<file path="config.mk">
export PLATFORM = sky130hd
export DESIGN_NAME = cdbus_rx_drain_flat
export DESIGN_NICKNAME = d
export VERILOG_FILES = /design/src/rtl/cdbus_rx_drain_if.sv /design/src/rtl/cdbus_rx_drain.sv /design/src/flat_wrapper.sv
export SDC_FILE = /design/constraint.sdc
export NUM_CORES = 1
export LEC_CHECK = 0
export ABC_AREA = 1
export ABC_CLOCK_PERIOD_IN_PS = 4300
export BUFFER_PORTS_ARGS = -buffer_cell sky130_fd_sc_hd__buf_2
export CAP_MARGIN = 0
export CORE_MARGIN = 8
export CORE_UTILIZATION = 62
export CTS_CLUSTER_DIAMETER = 100
export DETAILED_ROUTE_END_ITERATION = 8
export PLACE_DENSITY = 0.85
export SYNTH_ARGS = -nofsm -noshare
export SYNTH_HDL_FRONTEND = slang
export SYNTH_SLANG_ARGS = --single-unit
</file>
<file path="constraint.sdc">
create_clock -name clk -period 4.3 [get_ports clk]
set_clock_uncertainty 0.1 [all_clocks]
set_input_delay 0.43 -clock clk [delete_from_list [all_inputs] [get_ports clk]]
set_output_delay 0.43 -clock clk [all_outputs]
set_load 0.02 [all_outputs]
</file>
<file path="src/rtl/cdbus_rx_drain_if.sv">
// CDBUS CSR master bus plus the outgoing frame byte stream of the receive drain.
// Stream: a byte moves on a rising edge where m_valid && m_ready; while m_valid is high and m_ready low, m_data/m_first/m_last hold.
interface cdbus_rx_drain_if;
    logic [4:0] csr_address;
    logic       csr_read;
    logic [7:0] csr_readdata;
    logic       csr_write;
    logic [7:0] csr_writedata;
    logic [7:0] m_data;
    logic       m_valid;
    logic       m_ready;
    logic       m_first;
    logic       m_last;

    modport master (
        output csr_address, csr_read, csr_write, csr_writedata,
        output m_data, m_valid, m_first, m_last,
        input  csr_readdata, m_ready
    );

    modport slave (
        input  csr_address, csr_read, csr_write, csr_writedata,
        input  m_data, m_valid, m_first, m_last,
        output csr_readdata, m_ready
    );
endinterface

</file>
<file path="src/rtl/cdbus_rx_drain.sv">
// Polls a CDBUS controller for received pages, streams each frame out byte by byte,
// drops frames with an oversized length byte and releases the page when done.
module cdbus_rx_drain #(
    parameter int POLL_GAP = 16,
    parameter int MAX_LEN  = 253
) (
    input  logic                  clk,
    input  logic                  reset,
    cdbus_rx_drain_if.master      bus,
    input  logic                  flush,
    output logic                  frame_err,
    output logic [7:0]            frame_cnt,
    output logic [2:0]            state_dbg
);
    typedef enum logic [2:0] {
        S_IDLE, S_POLL, S_HDR, S_DATA, S_RELEASE, S_FLUSH
    } state_t;

    localparam logic [7:0] GAP_LAST  = 8'(POLL_GAP - 1);
    localparam logic [8:0] MAX_LEN_W = 9'(MAX_LEN);

    state_t     state;
    logic [7:0] gap_cnt;
    logic [2:0] hdr_idx;
    logic [7:0] src_q, dst_q, len_q, remaining;
    logic       drop_q;
    logic [7:0] m_data_q;
    logic       m_valid_q, m_first_q, m_last_q;
    logic       can_load;
    logic       rd_go, wr_go;
    logic [4:0] addr;
    logic [7:0] wdata;

    assign can_load  = !m_valid_q || bus.m_ready;
    assign state_dbg = state;

    // CSR strobes are decoded from the registered state so a byte read can
    // follow m_ready in the same cycle; flush aborts any access immediately.
    always_comb begin
        rd_go = 1'b0;
        wr_go = 1'b0;
        addr  = 5'h00;
        wdata = 8'h00;
        if (!flush) begin
            case (state)
                S_POLL: begin
                    rd_go = 1'b1;
                    addr  = 5'h09;
                end
                S_HDR: begin
                    if (hdr_idx < 3'd3 && can_load) begin
                        rd_go = 1'b1;
                        addr  = 5'h0b;
                    end
                end
                S_DATA: begin
                    if (can_load) begin
                        rd_go = 1'b1;
                        addr  = 5'h0b;
                    end
                end
                S_RELEASE: begin
                    if (can_load) begin
                        wr_go = 1'b1;
                        addr  = 5'h0d;
                        wdata = 8'h02;
                    end
                end
                S_FLUSH: begin
                    wr_go = 1'b1;
                    addr  = 5'h0d;
                    wdata = 8'h10;
                end
                default: ;
            endcase
        end
    end

    assign bus.csr_read      = rd_go;
    assign bus.csr_write     = wr_go;
    assign bus.csr_address   = addr;
    assign bus.csr_writedata = wdata;
    assign bus.m_data        = m_data_q;
    assign bus.m_valid       = m_valid_q;
    assign bus.m_first       = m_first_q;
    assign bus.m_last        = m_last_q;

    always_ff @(posedge clk or posedge reset) begin
        if (reset) begin
            state     <= S_IDLE;
            gap_cnt   <= 8'd0;
            hdr_idx   <= 3'd0;
            src_q     <= 8'd0;
            dst_q     <= 8'd0;
            len_q     <= 8'd0;
            remaining <= 8'd0;
            drop_q    <= 1'b0;
            m_data_q  <= 8'd0;
            m_valid_q <= 1'b0;
            m_first_q <= 1'b0;
            m_last_q  <= 1'b0;
            frame_err <= 1'b0;
            frame_cnt <= 8'd0;
        end else begin
            frame_err <= 1'b0;
            if (m_valid_q && bus.m_ready) m_valid_q <= 1'b0;
            if (flush) begin
                state     <= S_FLUSH;
                m_valid_q <= 1'b0;
                drop_q    <= 1'b0;
                gap_cnt   <= 8'd0;
            end else begin
                case (state)
                    S_IDLE: begin
                        if (gap_cnt == GAP_LAST) begin
                            gap_cnt <= 8'd0;
                            state   <= S_POLL;
                        end else begin
                            gap_cnt <= gap_cnt + 8'd1;
                        end
                    end
                    S_POLL: begin
                        hdr_idx <= 3'd0;
                        state   <= bus.csr_readdata[1] ? S_HDR : S_IDLE;
                    end
                    // Header bytes are buffered until the length byte is known,
                    // so a dropped frame never shows up on the stream.
                    S_HDR: begin
                        if (can_load) begin
                            hdr_idx <= hdr_idx + 3'd1;
                            case (hdr_idx)
                                3'd0: src_q <= bus.csr_readdata;
                                3'd1: dst_q <= bus.csr_readdata;
                                3'd2: begin
                                    len_q <= bus.csr_readdata;
                                    if ({1'b0, bus.csr_readdata} > MAX_LEN_W) begin
                                        frame_err <= 1'b1;
                                        drop_q    <= 1'b1;
                                        state     <= S_RELEASE;
                                    end
                                end
                                3'd3: begin
                                    m_data_q  <= src_q;
                                    m_valid_q <= 1'b1;
                                    m_first_q <= 1'b1;
                                    m_last_q  <= 1'b0;
                                end
                                3'd4: begin
                                    m_data_q  <= dst_q;
                                    m_valid_q <= 1'b1;
                                    m_first_q <= 1'b0;
                                    m_last_q  <= 1'b0;
                                end
                                default: begin
                                    m_data_q  <= len_q;
                                    m_valid_q <= 1'b1;
                                    m_first_q <= 1'b0;
                                    m_last_q  <= (len_q == 8'd0);
                                    remaining <= len_q;
                                    state     <= (len_q == 8'd0) ? S_RELEASE : S_DATA;
                                end
                            endcase
                        end
                    end
                    S_DATA: begin
                        if (can_load) begin
                            m_data_q  <= bus.csr_readdata;
                            m_valid_q <= 1'b1;
                            m_first_q <= 1'b0;
                            m_last_q  <= (remaining == 8'd1);
                            remaining <= remaining - 8'd1;
                            if (remaining == 8'd1) state <= S_RELEASE;
                        end
                    end
                    S_RELEASE: begin
                        if (can_load) begin
                            if (!drop_q) frame_cnt <= frame_cnt + 8'd1;
                            drop_q <= 1'b0;
                            state  <= S_IDLE;
                        end
                    end
                    S_FLUSH: state <= S_IDLE;
                    default: state <= S_IDLE;
                endcase
            end
        end
    end
endmodule
</file>
<file path="src/flat_wrapper.sv">
// flat-port wrapper written by rule: the top's interface ports become plain ports
module cdbus_rx_drain_flat 
#(
    parameter int POLL_GAP = 16,
    parameter int MAX_LEN  = 253
)
  (clk, reset, flush, frame_err, frame_cnt, state_dbg, bus_csr_address, bus_csr_read, bus_csr_write, bus_csr_writedata, bus_m_data, bus_m_valid, bus_m_first, bus_m_last, bus_csr_readdata, bus_m_ready);
  cdbus_rx_drain_if bus_i ();
  input  logic clk;
  input  logic reset;
  input  logic flush;
  output logic frame_err;
  output logic [7:0] frame_cnt;
  output logic [2:0] state_dbg;
  output wire logic [$bits(bus_i.csr_address)-1:0] bus_csr_address;
  output wire logic [$bits(bus_i.csr_read)-1:0] bus_csr_read;
  output wire logic [$bits(bus_i.csr_write)-1:0] bus_csr_write;
  output wire logic [$bits(bus_i.csr_writedata)-1:0] bus_csr_writedata;
  output wire logic [$bits(bus_i.m_data)-1:0] bus_m_data;
  output wire logic [$bits(bus_i.m_valid)-1:0] bus_m_valid;
  output wire logic [$bits(bus_i.m_first)-1:0] bus_m_first;
  output wire logic [$bits(bus_i.m_last)-1:0] bus_m_last;
  input wire logic [$bits(bus_i.csr_readdata)-1:0] bus_csr_readdata;
  input wire logic [$bits(bus_i.m_ready)-1:0] bus_m_ready;
  assign bus_csr_address = bus_i.csr_address;
  assign bus_csr_read = bus_i.csr_read;
  assign bus_csr_write = bus_i.csr_write;
  assign bus_csr_writedata = bus_i.csr_writedata;
  assign bus_m_data = bus_i.m_data;
  assign bus_m_valid = bus_i.m_valid;
  assign bus_m_first = bus_i.m_first;
  assign bus_m_last = bus_i.m_last;
  assign bus_i.csr_readdata = bus_csr_readdata;
  assign bus_i.m_ready = bus_m_ready;
  cdbus_rx_drain #(.POLL_GAP(POLL_GAP), .MAX_LEN(MAX_LEN)) u_core (.clk(clk), .reset(reset), .bus(bus_i), .flush(flush), .frame_err(frame_err), .frame_cnt(frame_cnt), .state_dbg(state_dbg));
endmodule
</file>
# Word level (Yosys, flattened, before mapping)
# Index checks and enable logic that the tools add are counted.
# classes
add_sub_neg	4
magnitude_cmp	2
eq_ne	24
muxes	62
n_bitwise	2
reduce_logical	24
# op_table
op	n
two-way mux 8 bit	9
case mux 8 bit (2 select lines)	3
two-way mux 3 bit	9
case mux 5 bit (5 select lines)	1
case mux 8 bit (3 select lines)	1
two-way mux 1 bit	22
!= test 3 x 2 -> 1 bit, second input constant	7
adder 8 x 1 -> 8 bit, second input constant	2
AND reduction 4 bit	4
case mux 3 bit (5 select lines)	1
AND reduction 5 bit	3
case mux 1 bit (2 select lines)	7
== test 3 x 2 -> 1 bit, second input constant	4
two-way mux 4 bit	3
case mux 3 bit (2 select lines)	2
== test 3 bit, second input constant	3
== test 8 x 1 -> 1 bit, second input constant	1
== test 8 x 4 -> 1 bit, second input constant	1
> comparator 8 bit, second input constant	1
zero test 8 bit	1
subtractor 8 x 1 -> 8 bit, second input constant	1
AND reduction 7 bit	1
== test 3 x 1 -> 1 bit, second input constant	2
zero test 3 bit	2
other kinds (20)	27
# totals
reg_bits	67
in_bits	12
output_inout_bits	38

# Depth between registers and ports, before layout
# Gate-level depths: netlist of the first run.
# depth
ltp_word	6
depth_mapped	11

# Worst setup path after synthesis of the first run
# No wires, ideal clock.
# synth_path
path_kind	reg2out
startpoint	register u_core.state[0], in the netlist u_core.state_dbg[0]
endpoint	output port bus_csr_address[3]
arrival_ns	1.874
required_ns	3.770
slack_ns	1.896
stages_incl_launch_ff	10
n_path_buf	3
cell_sequence	dfrtp_1 > buf_4 > nand2_1 > nor2_1 > buf_2 > nand2_1 > nand3_1 > nor2_1 > nor2_1 > buf_4
# synth_via
elab_chain_len	3
word_cells_on_any_way	7
cone_classes	eq/ne: 5; mux: 2
# synth_rtl
item	line	rtl
from (decl)	cdbus_rx_drain.sv:22	state_t state;
from (signal assigned)	cdbus_rx_drain.sv:124	state <= bus.csr_readdata[1] ? S_HDR : S_IDLE;
from (signal assigned)	cdbus_rx_drain.sv:160	state <= (len_q == 8'd0) ? S_RELEASE : S_DATA;
== test 3 bit, or another cell as far along	cdbus_rx_drain.sv:45	case (state)
case mux 5 bit (5 select lines) (*)	cdbus_rx_drain.sv:45	
two-way mux 5 bit (*)	cdbus_rx_drain.sv:44	if (!flush) begin
to (decl)	flat_wrapper.sv:15	output wire logic [$bits(bus_i.csr_address)-1:0] bus_csr_address;
# Every way passes the cells marked *; elsewhere a longest branch is shown, timed or not.

# Final worst setup path of the first run
# Ends and elaborated chain as after synthesis.

==> summary.md, run 1 <==
| Metric | Value |
|---|---|
| Port Buf Inserts | 42 |
| Async SR Flop Fraction | 100% |
| Clock root buffer | clkbuf_8 |
| End-of-flow core utilization | 71.1% |
| Vias after detailed routing | 3466 |
| Detail Route Antenna Nets | 0 |
| Slew Viols, Final | 0 |
| Hold Fails Final Rpt | 0 |
| Worst slew pin tran | 0.785 ns |
| Origin of the critical flop-to-flop path | u_core.hdr_idx[0]$_DFFE_PP0P_ |
| Leading area contributor after synthesis | dfrtp_1 |
| R2r setup slk | 2.09 ns |
| Most used cell, CP | nor2_1 |
| Clock Pin Slew Worst Setup and Hold Paths | 0.08 ns |
| Cells after Synth | 495 |
| Reg power frac | 43.8% |
| Post_cts resized | 0 |
| Number of flops mapped to enable cells by yosys | 0 |
| Min cycle time layout | between 2 and 3 ns |
| Yosys reg bits | 67 |
| GR Util met1 | about a quarter |
| Core area | 5960 µm² |
| Worst min path class | input port to async pin |
| Net Sw Power | approximately 0.00087 W |
| Starting density of the core | 64.3% |
| Sequential fraction of the synthesis area | between 40% and 50% |
| Final Wtd Congestion | 0.894 |
| Final setup viols | 0 |
| Slowest stage delay, CP | 0.56 ns |
| Post-CTS Setup Repair Bufs | 0 |
| Achievable Freq | 388 MHz |
| Comb pwr share | 32.0% |
| Setup TNS | 0 ns |
| Period utilization | 59.9% |
| GR Layer Usage met2 | a little under two fifths |
| Top FF cell, synth | dfrtp_1 |
| Wire length per cell | 15.1 µm |
| Ant diodes | 0 |
| Chip width | 94.6 µm |
| Critical path class | register to output pin |
| Rows | 28 |
| Critical Path RT | between 3 and 4 ns |
| Critical Path Sink Type | output pin |
| Arrival @ worst endpoint | 2.05 ns |
| Clock power share | 24.2% |
| Startpoint types | register |
| Post-route DRC | 0 |
| Nets@finish | 558 |
| Status | completed |
| Synth-to-layout area growth | 10.4% |
| Count leader, synth | nand2_1 |
| HPWL after DPL | 6820 µm |
| Clock sinks | 67 |
| Met3 GRT Util | 4.21% |
| RSZ-0062 raised after global routing | no |
| Mapped cell area | between 3000 and 4000 µm² |
| CTS max path bufs | 2 |
| Initial antenna violation count | 0 |
| Worst skew pair latency | 0.36 ns |
| Busiest grt layer | met2 |
| Synth top area share | 43.7% |
| Avg Vias per Cell | between 5 and 6 |
| Lkg Pwr | 2.20 nW |
| Mean Syn Cell Area | roughly 7.7 µm² |
| # hold bufs at CTS | 0 |
| Worst path cell trace | nand2_1 > nor2_1 > buf_4 > nand2_1 > nand3_1 > nor2_1 > nor2_1 > buf_2 |
| Largest net degree at the start of global routing | 36 |
| H-tree Lvls | 3 |
| Synth area leaders | dfrtp_1 44%, nand2_1 13%, inv_1 4.9% |
| Rel. slew slack | 47.6% |
| Share of layout cells above drive strength 1 | 17.3% |
| IO Pins | 50 |
| Global-route wire length before repair | 15500 µm |
| Num CTS Buffers | 9 |
| Die Height | between 90 and 100 µm |
| Initial DRC Count | 194 |
| Yosys warns | 0 |
| Post-synth cell types | 33 |
| Final wirelength | 9320 µm |
| Vias in the first global route | 3475 |
| CTS tree | done |
| FF-to-FF path depth | 11 |
| Power Total | 0.00218 W |
| Max cap viols | 0 |
| PwrDens | between 500 and 600 nW/µm² |
| Sw Share | 39.8% |
| Post-synth top cells | 130 x nand2_1, 67 x dfrtp_1, 50 x inv_1 |
| VDD IR max | approximately 320 µV |
| Drt pass-1 iters | 6 |
| GRT Util Overall | 22.0% |
| P_int | 0.00131 W |
| Critical R2R Capture | u_core.bus.m_last$_DFFE_PP0P_ |
| Crit path max fanout | 22 |
| Slowest cell on the critical path | dfrtp_1 |
| Gr ovfl total | 0 |
| Total die area | around 9000 µm² |
## worst max-delay path by stage
stage | start | endpoint | depth (start not counted)
finish | u_core.state_dbg[0]$_DFFE_PP0P_ | bus_csr_address[3] | 8
global route | u_core.state_dbg[0]$_DFFE_PP0P_ | bus_csr_address[3] | 8
CTS | u_core.state_dbg[0]$_DFFE_PP0P_ | bus_csr_address[3] | 8
detailed placement | u_core.state_dbg[0]$_DFFE_PP0P_ | bus_csr_address[3] | 8
global placement | bus_m_ready | bus_csr_address[0] | 10
floorplan | u_core.state_dbg[0]$_DFFE_PP0P_ | bus_csr_address[3] | 9
## sequential cells by signal (all words and copies together) (netlist names)
name / cells
u_core.state_dbg: 3
u_core.len_q: 8
u_core.frame_cnt: 8
u_core.dst_q: 8
u_core.bus.m_valid: 1
u_core.bus.m_first: 1
u_core.remaining: 8
u_core.bus.m_last: 1
u_core.bus.m_data: 8
u_core.gap_cnt: 8
u_core.frame_err: 1
u_core.src_q: 8
u_core.drop_q: 1
u_core.hdr_idx: 3
## layer usage
| layer | vias up | wire length (µm) | share of wire, % |
|---|---|---|---|
| li1 | 1676 | - | - |
| met3 | 28 | 680 | 7.3 |
| met2 | 138 | 4470 | 48 |
| met4 | 0 | 257 | 2.8 |
| met5 | - | 0 | 0 |
| met1 | 1624 | 3920 | 42 |
## kinds of logic after synthesis
family / Yosys count / share of synthesized area, %
AOI/OAI and AO/OA: 97 / 15.1
and+or+nand+nor: 231 / 26.2
xor gates and xnor gates: 11 / 2.51
DFF: 67 / 43.7
buffers and inverters: 79 / 9.43
adders and majority gates: 9 / 2.94
other: 1 / 0.0978
## power groups by stage
stage	registers (W)	logic [W]	clock network, W
final	0.000953	0.000697	0.000527
after global routing	0.000978	0.000782	0.000553
after CTS	0.000951	0.000701	0.000530
after detailed placement	0.000961	0.000697	0
after global placement	0.000953	0.000671	0
after floorplan	0.00100	0.000443	0
## cell type report
| type | instances | area, µm² |
|---|---|---|
| Inverter | 60 | 226 |
| Timing Repair Buffer | 44 | 225 |
| Clock inverter | 7 | 68.8 |
| Tap cell | 75 | 93.8 |
| Sequential cell | 67 | 1680 |
| Clock buffer | 9 | 124 |
| Multi-Input combinational cell | 355 | 1820 |
| Fill cell | 501 | 1720 |
## metrics by stage
step / setup slack (ns) / instances / area (µm²) / hold slack [ns]
CTS: 1.73 / 617 / 4230 / 0.134
floorplan: 1.90 / 501 / 3850 / 0.355
global route: 1.56 / 617 / 4230 / 0.206
detailed placement: 2.12 / 601 / 4040 / 0.382
global placement: 2.25 / 601 / 4040 / 0.371
finish: 1.72 / 617 / 4230 / 0.117
## placed cells by master, fill, tap and decap left out, types with 3 or more instances in the layout
master / n
a21oi_1: 20
buf_2: 42
clkbuf_8: 9
clkinv_2: 4
conb_1: 7
dfrtp_1: 67
ha_1: 9
inv_1: 49
inv_2: 10
nand2_1: 130
nand2_2: 5
nand3_1: 33
nand4_1: 8
nor2_1: 40
nor2_2: 4
nor2_4: 3
nor3_1: 3
o211a_1: 7
o211ai_1: 9
o21ai_0: 14
o21ai_1: 35
o21ai_2: 6
o22ai_1: 3
xnor2_1: 6
xor2_1: 5
## critical path: cells and delay by family, from the launching register on
family                 cells  cell delay (ns)
DFF                        1             0.56
and+or+nand+nor            6             0.66
buffers and inverters      2             0.45
Note: power is estimated with default switching activity, not from simulation.
==> run 2: changes to the inputs <==
Settings changed: ABC_AREA 1 to 0, ABC_CLOCK_PERIOD_IN_PS 4300 to 2700, CORE_UTILIZATION 62 to 58, PLACE_DENSITY 0.85 to 0.8.
Clock period 4.3 ns to 2.7 ns, I/O delays scaled along.
==> run 2 against run 1 <==
Net effect: critical endpoint is now bus_csr_address[0]; largest cell class unchanged; largest power group unchanged; cell count decreased by 20%; count of clock-buffer cells in the layout increased by 1; first-iteration DRC count down 12%; final area is 1.6% higher; hold slack worse by 0.058 ns.
==> summary.md, run 2 <==
| Metric | Value |
|---|---|
| Rel. slew slack | 38.3% (was 47.6%) |
| Drt pass-1 iters | 5 (was 6) |
| Sequential fraction of the synthesis area | 44.3% (was 43.7%) |
| HPWL after DPL | 6260 µm (was 6820 µm) |
| Initial antenna violation count | 0 (unchanged) |
| Critical path class | register to output pin (unchanged) |
| Top FF cell, synth | dfrtp_1 (unchanged) |
| Clock power share | 38.9% (was 24.2%) |
| Async SR Flop Fraction | 100% (unchanged) |
| VDD IR max | 477 µV (was 325 µV) |
| GRT Util Overall | 18.7% (was 22.0%) |
| Mapped cell area | 3790 µm² (was 3830 µm²) |
| Mean Syn Cell Area | 10.2 µm² (was 7.74 µm²) |
| Critical Path Sink Type | output pin (unchanged) |
| Vias in the first global route | 3006 (was 3475) |
| End-of-flow core utilization | 67.7% (was 71.1%) |
| Net Sw Power | 0.000739 W (was 0.000867 W) |
| Period utilization | 92.8% |
| Buf+Inv Stages, Crit Path | 1 (was 2) |
| Largest net degree at the start of global routing | 68 (was 36) |
| Synth area leaders | dfrtp_1 44%, mux2_4 6.3%, nand2_1 3.9% (was dfrtp_1 44%, nand2_1 13%, inv_1 4.9%) |
| Status | completed (unchanged) |
| Final Wtd Congestion | 0.897 (was 0.894) |
| Vias after detailed routing | 3026 (was 3466) |
| Slew Viols, Final | 0 (unchanged) |
| Max cap viols | 0 (unchanged) |
| Starting density of the core | 59.7% (was 64.3%) |
| Leading area contributor after synthesis | dfrtp_1 (unchanged) |
| Busiest grt layer | met2 (unchanged) |
| Post-CTS Setup Repair Bufs | 0 (unchanged) |
| Post-Layout Cell Count | 496 (was 617) |
| Final wirelength | 8770 µm (was 9320 µm) |
| Yosys warns | 0 (unchanged) |
| Die Height | 96.8 µm (was 94.6 µm) |
| Nets@finish | 435 (was 558) |
| GR Layer Usage met2 | 30.3% (was 37.0%) |
| Rows | 29 (was 28) |
| Startpoint types | register (unchanged) |
| Family with the most delay on the worst path | simple AND/OR/NAND/NOR gates (unchanged) |
| CTS tree | done (unchanged) |
| Slowest stage delay, CP | 0.60 ns (was 0.56 ns) |
| Final setup viols | 0 (unchanged) |
| Most common cell after layout, fill and taps aside | dfrtp_1 (was nand2_1) |
| Synth-to-layout area growth | 13.5% (was 10.4%) |
| Clock Pin Slew Worst Setup and Hold Paths | 0.07 ns (was 0.08 ns) |
| Detail Route Antenna Nets | 0 (unchanged) |
| Lkg Pwr | 2.07 nW (was 2.20 nW) |
| Clock root buffer | clkbuf_8 (unchanged) |
| CTS max path bufs | 2 (unchanged) |
| Number of flops mapped to enable cells by yosys | 0 (unchanged) |
| Most frequent cells in the layout | 67 x dfrtp_1, 42 x buf_2, 39 x nand2_1 (was 130 x nand2_1, 67 x dfrtp_1, 49 x inv_1) |
| H-tree Lvls | 3 (unchanged) |
| Chip width | 96.8 µm (was 94.6 µm) |
| Total die area | 9370 µm² (was 8950 µm²) |
| Post-synth cell types | 62 (was 33) |
| Ant diodes | 0 (unchanged) |
| Worst skew pair latency | 0.34 ns (was 0.36 ns) |
| Hold Fails Final Rpt | 0 (unchanged) |
| RSZ-0062 raised after global routing | no (unchanged) |
| Met3 GRT Util | 5.76% (was 4.21%) |
| Achievable Freq | ~400 MHz |
| Reg power frac | 44.6% (was 43.8%) |
| Gr ovfl total | 0 (unchanged) |
| Num CTS Buffers | 9 (unchanged) |
| Synth top area share | 44.3% (was 43.7%) |
| # hold bufs at CTS | 0 (unchanged) |
| Wire length per cell | 17.7 µm (was 15.1 µm) |
| Critical Path RT | 2.33 ns (was 3.77 ns) |
| Origin of the critical flop-to-flop path | u_core.hdr_idx[0]$_DFFE_PP0P_ (unchanged) |
| Min cycle time layout | roughly 2.5 ns |
| Yosys reg bits | 67 (unchanged) |
| IO Pins | 50 (unchanged) |
| Post-route DRC | 0 (unchanged) |
| Initial DRC Count | 170 (was 194) |
| Sw Share | 27.8% (was 39.8%) |
| GR Util met1 | 23.3% (was 26.2%) |
| Crit path from | u_core.state_dbg[1]$_DFFE_PP0P_ (was u_core.state_dbg[0]$_DFFE_PP0P_) |
| Core area | 6350 µm² (was 5960 µm²) |
| Worst min path class | input port to async pin (unchanged) |
| Post-synth top cells | 67 x dfrtp_1, 39 x nand2_1, 28 x nor2_1 (was 130 x nand2_1, 67 x dfrtp_1, 50 x inv_1) |
| Avg Vias per Cell | 6.10 (was 5.62) |
| Arrival @ worst endpoint | 2.14 ns (was 2.05 ns) |
| Post-Place Cells | 480 (was 601) |
| Setup TNS | 0 ns (unchanged) |
| Share of layout cells above drive strength 1 | 26.3% (was 17.3%) |
| Count leader, synth | dfrtp_1 (was nand2_1) |
| PwrDens | 618 nW/µm² (was 515 nW/µm²) |
| P_int | 0.00192 W (was 0.00131 W) |
| Clock sinks | 67 (unchanged) |
| Port Buf Inserts | 42 (unchanged) |
| Crit path max fanout | 14 (was 22) |
| Global-route wire length before repair | 14800 µm (was 15500 µm) |
| Post_cts resized | 0 (unchanged) |
| Worst path cell trace | nor3b_2 > and3_1 > o21ai_0 > a21oi_1 > buf_2 (was nand2_1 > nor2_1 > buf_4 > nand2_1 > nand3_1 > nor2_1 > nor2_1 > buf_2) |
| Worst slew pin tran | 0.924 ns (was 0.785 ns) |
| Comb pwr share | 16.5% (was 32.0%) |
| Cells after Synth | 372 (was 495) |
| Slowest cell on the critical path | dfrtp_1 (unchanged) |
run 2: changes by cell type after synthesis, sizes merged, moves of 8 or more:
cell | before | now
a21oi | 20 | 8
a22o | 0 | 12
clkbuf | 0 | 10
inv | 59 | 8
mux2 | 0 | 28
nand2 | 137 | 41
nand3 | 34 | 18
nand4 | 8 | 16
nor2 | 47 | 28
nor3 | 3 | 11
o21ai | 55 | 15
run 2: final timing paths:
| check | endpoint | slack [ns] | depth (start not counted) |
|---|---|---|---|
| setup / recovery | bus_csr_address[0] | 0.19 | 5 |
| hold / removal | u_core.frame_cnt[4]$_DFFE_PP0P_ | 0.06 | 3 |
| setup reg to reg | u_core.len_q[3]$_DFFE_PP0P_ | 0.33 | 5 |
| hold reg to reg | u_core.frame_cnt[7]$_DFFE_PP0P_ | 0.38 | 1 |
| max in group asynchronous | u_core.dst_q[0]$_DFFE_PP0P_ | 1.89 | 3 |
| min in group clk | u_core.src_q[0]$_DFFE_PP0P_ | 0.12 | 2 |
run 2: power by group through the flow:
stage / logic, W / registers, W / clock network (W)
finish: 0.000437 / 0.00119 / 0.00103
global route: 0.000478 / 0.00120 / 0.00110
CTS: 0.000443 / 0.00118 / 0.00105
detailed placement: 0.000442 / 0.00120 / 0
global placement: 0.000427 / 0.00120 / 0
floorplan: 0.000279 / 0.00123 / 0
run 2: layout make-up:
cell class	count	area (µm²)
Fill cell	486	2050
Multi-Input combinational cell	276	1960
Sequential cell	67	1680
Timing Repair Buffer	52	285
Clock buffer	10	138
Clock inverter	6	113
Tap cell	77	96.3
Inverter	8	30.0
run 2: stage by stage:
step | hold WS (ns) | worst slack (ns) | area [µm²] | total power (W)
finish | 0.0583 | 0.194 | 4300 | 0.00266
floorplan | 0.319 | 0.425 | 3810 | 0.00151
CTS | 0.0983 | 0.199 | 4300 | 0.00268
global route | 0.108 | 0.0605 | 4300 | 0.00278
detailed placement | 0.365 | 0.389 | 4050 | 0.00164
global placement | 0.356 | 0.454 | 4050 | 0.00162
run 2: logic make-up after synthesis:
group | count (synthesis) | synth area share, %
AOI/OAI and AO/OA | 68 | 13.4
DFF | 67 | 44.3
other | 1 | 0.0990
and+or+nand+nor | 151 | 21.7
buffers and inverters | 35 | 4.59
muxes | 32 | 11.0
xor gates and xnor gates | 9 | 2.08
adders and majority gates | 9 | 2.97
run 2: metal layers:
| metal | share of wire, % | wire (µm) |
|---|---|---|
| met4 | 1.3 | 117 |
| met3 | 5.2 | 457 |
| met5 | 0 | 0 |
| met2 | 49 | 4330 |
| met1 | 44 | 3870 |
run 2: worst reg2reg max path: stages (launching register included):
cell	delay (ns)
dfrtp_1	0.47
inv_1	0.13
ha_1	0.21
nor2b_1	0.40
nand3_1	0.50
mux2_2	0.45
==> run 3: changes to the inputs <==
Settings changed: ABC_AREA 0 to 1.
==> run 3 against run 2 <==
Net effect: final area fell by 1.7%; first-iteration DRC count rose by 50%; hold slack better by 0.041 ns; register-to-register slack improved by 0.19 ns; die area up 0.96%; routed wire length grew 5.7%; sequential power up 27%; core utilization decreased by 1.5 points; maximum frequency rose by 9.6%; via count is 14% higher; critical endpoint is now bus_csr_address[3]; largest cell class unchanged.
==> summary.md, run 3 (same netlist as run 1, synthesis figures left out) <==
| Metric | Value |
|---|---|
| Lkg Pwr | 2.20 nW (was 2.07 nW) |
| Total die area | 9460 µm² (was 9370 µm²) |
| Final wirelength | 9280 µm (was 8770 µm) |
| Ant diodes | 0 (unchanged) |
| Vias after detailed routing | 3444 (was 3026) |
| Most common cell after layout, fill and taps aside | nand2_1 (was dfrtp_1) |
| Critical R2R Capture | u_core.bus.m_data[2]$_DFFE_PP0P_ (was u_core.len_q[3]$_DFFE_PP0P_) |
| Post-CTS Setup Repair Bufs | 0 (unchanged) |
| Clock sinks | 67 (unchanged) |
| Initial DRC Count | 255 (was 170) |
| Final setup viols | 0 (unchanged) |
| Max cap viols | 0 (unchanged) |
| FF-to-FF path depth | 11 (was 5) |
| PwrDens | 790 nW/µm² (was 618 nW/µm²) |
| Crit path max fanout | 9 (was 14) |
| Startpoint types | register (unchanged) |
| Worst slew pin tran | 0.726 ns (was 0.924 ns) |
| FF+latch area | 1680 µm² (unchanged) |
| CTS max path bufs | 2 (unchanged) |
| Num CTS Buffers | 9 (unchanged) |
| Drt pass-1 iters | 5 (unchanged) |
| Largest net degree at the start of global routing | 35 (was 68) |
| Hold Fails Final Rpt | 0 (unchanged) |
| Chip width | 97.3 µm (was 96.8 µm) |
| Wire length per cell | 14.9 µm (was 17.7 µm) |
| Rel. slew slack | 51.5% (was 38.3%) |
| Initial antenna violation count | 0 (unchanged) |
| Critical Path RT | 2.33 ns (about the same) |
| Origin of the critical flop-to-flop path | u_core.hdr_idx[0]$_DFFE_PP0P_ (unchanged) |
| Nets@finish | 561 (was 435) |
| Post-route DRC | 0 (unchanged) |
| Worst hold path stage count | 3 |
| Port Buf Inserts | 42 (unchanged) |
| GRT Util Overall | 20.5% (was 18.7%) |
| Clock root buffer | clkbuf_8 (unchanged) |
| IO Pins | 50 (unchanged) |
| Final WS setup | 0.414 ns (was 0.194 ns) |
| Most frequent cells in the layout | 130 x nand2_1, 67 x dfrtp_1, 49 x inv_1 (was 67 x dfrtp_1, 42 x buf_2, 39 x nand2_1) |
| H-tree Lvls | 3 (unchanged) |
| VDD IR max | 597 µV (was 477 µV) |
| Min-delay src | bus_csr_readdata[6] |
| Worst skew pair latency | 0.34 ns (about the same) |
| Status | completed (unchanged) |
| R2r setup slk | 0.52 ns (was 0.33 ns) |
| Critical path class | register to output pin (unchanged) |
| Die Height | 97.3 µm (was 96.8 µm) |
| CTS tree | done (unchanged) |
| Achievable Freq | 437 MHz (was 399 MHz) |
| Post_cts resized | 0 (unchanged) |
| Min cycle time layout | 2.29 ns (was 2.51 ns) |
| Hold worst-path end | u_core.len_q[6]$_DFFE_PP0P_ |
| Setup TNS | 0 ns (unchanged) |
| Period utilization | 84.7% (was 92.8%) |
| Share of layout cells above drive strength 1 | 17.1% (was 26.3%) |
| Fillcell total | 559 (was 486) |
| Critical Path Sink Type | output pin (unchanged) |
| HPWL after DPL | 6890 µm (was 6260 µm) |
| Vias in the first global route | 3440 (was 3006) |
| Synth-to-layout area growth | 10.3% (was 13.5%) |
| Detail Route Antenna Nets | 0 (unchanged) |
| Power Total | 0.00334 W (was 0.00266 W) |
| Arrival @ worst endpoint | 1.92 ns (was 2.14 ns) |
| RSZ-0062 raised after global routing | no (unchanged) |
| Worst min path class | input port to register (was input port to async pin) |
| Core area | 6390 µm² (was 6350 µm²) |
| Gr ovfl total | 0 (unchanged) |
| Final Wtd Congestion | 0.910 (was 0.897) |
| Avg Vias per Cell | 5.55 (was 6.10) |
| Rows | 29 (unchanged) |
| Clock Pin Slew Worst Setup and Hold Paths | 0.07 ns (about the same) |
| Starting density of the core | 60.0% (was 59.7%) |
| Multi-input logic area | 1820 µm² (was 1960 µm²) |
| Slew Viols, Final | 0 (unchanged) |
| Global-route wire length before repair | 16100 µm (was 14800 µm) |
| Pre-CTS setup slack | 0.552 ns (was 0.389 ns) |
## run 3: final cells by class
| type | count | share of cell area (%) |
|---|---|---|
| Multi-Input combinational cell | 355 | 43.0 |
| Sequential cell | 67 | 39.7 |
| Timing Repair Buffer | 47 | 5.92 |
| Inverter | 60 | 5.36 |
| Clock buffer | 12 | 3.43 |
| Tap cell | 77 | 2.28 |
| Clock inverter | 3 | 0.355 |
## run 3: power breakdown
part	leakage (nW)	internal (W)	switching, W
sequential	0.845	0.00128	0.000235
combinational	1.27	0.000391	0.000713
clock	0.0860	0.000349	0.000375
total	2.20	0.00202	0.00132
## run 3: critical path, cell delays in order, from the launching register on
cell and delay [ns]:
dfrtp_1 0.57, nand2_1 0.15, nor2_1 0.16, buf_4 0.19, nand2_1 0.07, nand3_1 0.11
nor2_1 0.04, nor2_1 0.10, buf_2 0.18
## run 3: timing repair
action / 4_1_cts / 5_1_grt
endpoints found under the hold margin: 32 / 0
hold buffers: 1 / 0
setup endpoints to repair: 0 / 0
## run 3: worst max path at each step
| stage | start | to | slack (ns) | cells past startpoint |
|---|---|---|---|---|
| after floorplan | u_core.state_dbg[0]$_DFFE_PP0P_ | bus_csr_address[3] | 0.46 | 9 |
| after global routing | u_core.hdr_idx[0]$_DFFE_PP0P_ | u_core.bus.m_data[2]$_DFFE_PP0P_ | 0.26 | 11 |
| final | u_core.state_dbg[0]$_DFFE_PP0P_ | bus_csr_address[3] | 0.41 | 8 |
| after CTS | u_core.state_dbg[0]$_DFFE_PP0P_ | bus_csr_address[3] | 0.42 | 8 |
| after detailed placement | u_core.hdr_idx[0]$_DFFE_PP0P_ | u_core.bus.m_data[2]$_DFFE_PP0P_ | 0.55 | 11 |
| after global placement | u_core.hdr_idx[0]$_DFFE_PP0P_ | u_core.bus.m_data[2]$_DFFE_PP0P_ | 0.69 | 11 |
## run 3: stage by stage
stage                     cells  cell area (µm²)  utilization (%)  hold WS (ns)
after global placement      605             4060             63.5         0.329
after floorplan             501             3850                -         0.297
final                       621             4230             66.2        0.0990
after global routing        621             4230             66.2         0.111
after detailed placement    605             4060             63.5         0.340
after CTS                   621             4230             66.2        0.0887
## run 3: per-layer routing
metal / track usage (%) / routed length (µm) / part of all wire (%) / up-vias
met5: 0 / 0 / 0 / -
met4: 8.16 / 162 / 1.7 / 0
met3: 5.05 / 637 / 6.9 / 18
met2: 32.8 / 4390 / 47 / 127
met1: 25.9 / 4080 / 44 / 1614
li1: - / - / - / 1685
